<file path="config.mk">
export PLATFORM = sky130hd
export DESIGN_NAME = vending_machine
export DESIGN_NICKNAME = d
export VERILOG_FILES = /design/src/rtl/vending_machine.sv
export SDC_FILE = /design/constraint.sdc
export NUM_CORES = 1
export LEC_CHECK = 0
export CORE_AREA = 2 2 39 41
export DETAILED_ROUTE_END_ITERATION = 16
export DIE_AREA = 0 0 41 43
export GPL_TIMING_DRIVEN = 0
export MAX_ROUTING_LAYER = met4
export PLACE_DENSITY = 0.73
export RECOVER_POWER = 50
export SKIP_LAST_GASP = 1
export SYNTH_ARGS = -nofsm -noshare
export SYNTH_HDL_FRONTEND = slang
export SYNTH_SLANG_ARGS = --single-unit
</file>
<file path="constraint.sdc">
create_clock -name clk -period 2.4 [get_ports clk]
set_input_delay 0.36 -clock clk [delete_from_list [all_inputs] [get_ports clk]]
set_output_delay 0.36 -clock clk [all_outputs]
set_load 0.01 [all_outputs]
</file>
<file path="src/rtl/vending_machine.sv">
// Coin-accumulating vending controller: adds each coin to a credit register and
// emits a one-cycle dispense pulse with change once the credit covers the price.
module vending_machine (
    input  logic       clk,
    input  logic       rst,
    input  logic [2:0] in,
    input  logic [2:0] p,
    output logic       out,
    output logic [2:0] change
);

    typedef enum logic [1:0] {
        IDLE    = 2'd0,
        COLLECT = 2'd1,
        VEND    = 2'd2
    } state_t;

    state_t     state;
    state_t     state_next;
    logic [3:0] credit;
    logic [3:0] credit_next;
    logic       out_next;
    logic [2:0] change_next;
    logic [3:0] sum;
    logic [3:0] price;

    assign sum   = credit + {1'b0, in};
    assign price = {1'b0, p};

    always_ff @(posedge clk or negedge rst) begin
        if (!rst) begin
            state  <= IDLE;
            credit <= 4'd0;
            out    <= 1'b0;
            change <= 3'd0;
        end else begin
            state  <= state_next;
            credit <= credit_next;
            out    <= out_next;
            change <= change_next;
        end
    end

    // A zero price means out of service: coins are ignored and credit is held.
    always_comb begin
        state_next  = IDLE;
        credit_next = credit;
        out_next    = 1'b0;
        change_next = 3'd0;

        if (p == 3'd0) begin
            credit_next = credit;
            state_next  = (credit == 4'd0) ? IDLE : COLLECT;
        end else if (sum >= price) begin
            state_next  = VEND;
            credit_next = 4'd0;
            out_next    = 1'b1;
            change_next = 3'(sum - price);
        end else if (sum != 4'd0) begin
            state_next  = COLLECT;
            credit_next = sum;
        end else begin
            state_next  = IDLE;
            credit_next = 4'd0;
        end
    end

endmodule

</file>
==> results.yml <==
clock_network:
  clock_latency_ns: 0.25
  numCtsBuffers: 3
  clockRootBuffer: "clkbuf_4"
  cts_tree: "done"
  htreeDepth: 1
  clock-sinks: 8
  clockBufferDepth: 2
  clk_pin_slew_worst_paths_ns: 0.05
sta:
  period_minus_slack_ns: 2.19
  report.final.hold_viol_count: 0
  max_freq_mhz: 458
  setup_viol: 0
  worst-slew-pin-transition_ns: 0.688
  setup_ws_ns: 0.215
  clock_skew_ns: 0.00186
  finalCritPeriodShare_pct: 91.1
  timing.slew.headroom_pct: 53.8
  maxSlewViolCount: 0
  rsz0062_at_grt: "false"
power_and_ir_drop:
  p_leak_nw: 0.323
  power-per-cell-area_nw_per_um2: 1050
  vdd_drop_max_uv: 380
  p_seq_share_pct: 28.0
  p_sw_share_pct: 35.7
  pwr-share-clk_pct: 14.6
  p_sw_w: 0.000255
  p_int_w: 0.000459
  comb_power_share_pct: 57.4
finish:
  drive_gt1_share_pct: 19.6
  final_util_pct: 49.2
  syn2layout_area_growth_pct: 36.7
  finalNetCount: 74
  diodes: 0
yosys:
  yosysWarnings: 0
  async_flop_share_pct: 100
  synth_top_area_share_pct: 40.2
  synth_fp_nets: 58
  synth_edf_count: 0
  ys_top_cells_by_area: "dfrtp_1 (40%), ha_1 (15%), fa_1 (8.0%), a221oi_4 (5.3%), a31o_1 (5.3%)"
  syn-cell-area_um2: 498
  synth_common_cells: "dfrtp_1 (8), ha_1 (6), and2_1 (4), inv_1 (4), nor3_1 (4)"
  synthDistinctLibCells: 16
  yosys.area.top_type: "dfrtp_1"
  yosysSeqAreaShare_pct: 40.2
  ys_ff_latch: 8
  synth-main-ff-cell: "dfrtp_1"
  synthCells: 42
  yosysMostFrequentCell: "dfrtp_1"
  synth_area_per_cell_um2: 11.9
global_routing:
  grt_pass1_vias: 375
  grt_pass1_wl_mm: 1.50
  grt_overflow: 0
  gr-usage-all-layers_pct: 13.3
  antenna_found_initial: 0
  grt_max_degree: 9
worst_setup_path:
  cp_max_fo: 7
  cp.required_ns: 2.59
  crit_type: "register to register"
  r2r_setup_slack_ns: 0.21
  start_kind: "register"
  cp.arrival_ns: 2.38
  timing.rr.start: "credit[0]"
  r2r_end: "credit[2]"
  cp-startpoint: "credit[0]"
  end_kind: "register"
  r2r_cells: 7
floorplanning:
  num_rows: 14
  die_w_um: 41
  boundaryPins: 12
  start_util_pct: 36.0
  dieArea_um2: 1760
  coreArea_um2: 1380
  die_h_um: 43
drt:
  ant_nets: 0
  num_vias: 348
  drc_errors: 0
  post_drt_via_cell_ratio: 4.83
  drtIter0Drc: 0
  wl_um: 872
  wl_per_cell_um: 12.1
  drtPass1Iterations: 1
placed_design:
  portBuffers: 11
  routabilityCongestion: 0.760
  pre_cts_slack_ns: -0.230
  dpl.hpwl_um: 690
worst_hold_path:
  hold_class: "input port to async pin"
run_status:
  status: "complete, no violations"
job:
  cap_violations: 0
==> how the worst max path moves through the flow <==
stage	to	slack, ns	cells past startpoint
after floorplan	credit[0]	0.32	7
after global placement	credit[1]	-0.24	8
after detailed placement	credit[0]	-0.23	8
after CTS	credit[1]	0.03	8
after global routing	credit[1]	0.09	7
final	credit[2]	0.21	7
==> kinds of logic (layout without fill, tap and decap cells) <==
| family | after synthesis | after routing | synth area share [%] |
|---|---|---|---|
| buffers and inverters | 4 | 18 | 3.01 |
| XOR/XNOR | 2 | 2 | 3.52 |
| AO/OA/AOI/OAI | 6 | 6 | 13.1 |
| adder cells (fa/ha/maj) | 8 | 8 | 23.1 |
| flip-flops | 8 | 8 | 40.2 |
| AND/OR/NAND/NOR | 14 | 14 | 17.1 |
==> critical path, stage by stage, from the launching register on <==
cell and delay (ns):
dfrtp_1 0.37, ha_2 0.20, fa_1 0.53, ha_1 0.31
nand2_1 0.07, nand2_2 0.06, a221oi_4 0.39, a31o_1 0.20
==> repair_timing <==
item                       CTS  global route
setup buffers                0             0
setup endpoints to repair    0             7
hold buffers                 0             0
resized for setup            0             6
==> layout make-up <==
type,instances,area (µm²)
well taps,16,20.0
inverters,4,15.0
flip-flops and latches,8,200
fillers,133,703
repair buffers,11,113
multi-input cells,30,310
clock buffers,3,22.5
==> power by group through the flow <==
| stage | clock (W) | sequential [W] | combinational, W |
|---|---|---|---|
| 2_1_floorplan | 0 | 0.000218 | 0.000239 |
| 3_3_place_gp | 0 | 0.000202 | 0.000371 |
| 3_5_place_dp | 0 | 0.000204 | 0.000372 |
| 4_1_cts | 0.000108 | 0.000202 | 0.000377 |
| 5_1_grt | 0.000114 | 0.000205 | 0.000458 |
| 6_report | 0.000104 | 0.000200 | 0.000410 |
==> metal layers <==
layer | routed length (µm) | up-vias | GRT usage [%]
li1 | - | 174 | -
met1 | 410 | 161 | 16.4
met2 | 391 | 11 | 19.1
met3 | 57 | 2 | 6.28
met4 | 13 | 0 | 4.00
met5 | 0 | - | -
==> sequential cells by signal (all words and copies together), names as in the netlist <==
| name | count |
|---|---|
| out | 1 |
| change | 3 |
| credit | 4 |
==> cells in the final DEF, fill, tap and decap left out <==
cell type        instances
ha_2                     1
ha_1                     4
clkdlybuf4s50_1          7
xor2_1                   1
fa_1                     1
dlymetal6s2s_1           1
nand2_2                  1
and2_1                   4
or3_4                    1
xor2_2                   1
a21o_1                   1
a31o_1                   3
a221oi_4                 1
o21ai_1                  1
and3_4                   1
inv_1                    4
nand2_1                  1
nor3_1                   4
ha_4                     1
or3_1                    1
dlygate4sd3_1            3
dfrtp_1                  8
fa_2                     1
clkbuf_4                 3
nor2_1                   1
==> through the flow <==
step | std cells | cell area, µm² | hold slack (ns) | power (W) | setup TNS [ns]
after floorplan | 42 | 498 | 0.0644 | 0.000457 | 0
after global placement | 69 | 628 | 0.533 | 0.000573 | -1.55
after detailed placement | 69 | 628 | 0.534 | 0.000577 | -1.52
after CTS | 72 | 651 | 0.377 | 0.000687 | 0
after global routing | 72 | 681 | 0.468 | 0.000777 | 0
final | 72 | 681 | 0.448 | 0.000714 | 0
Note: power is estimated with default switching activity, not from simulation.
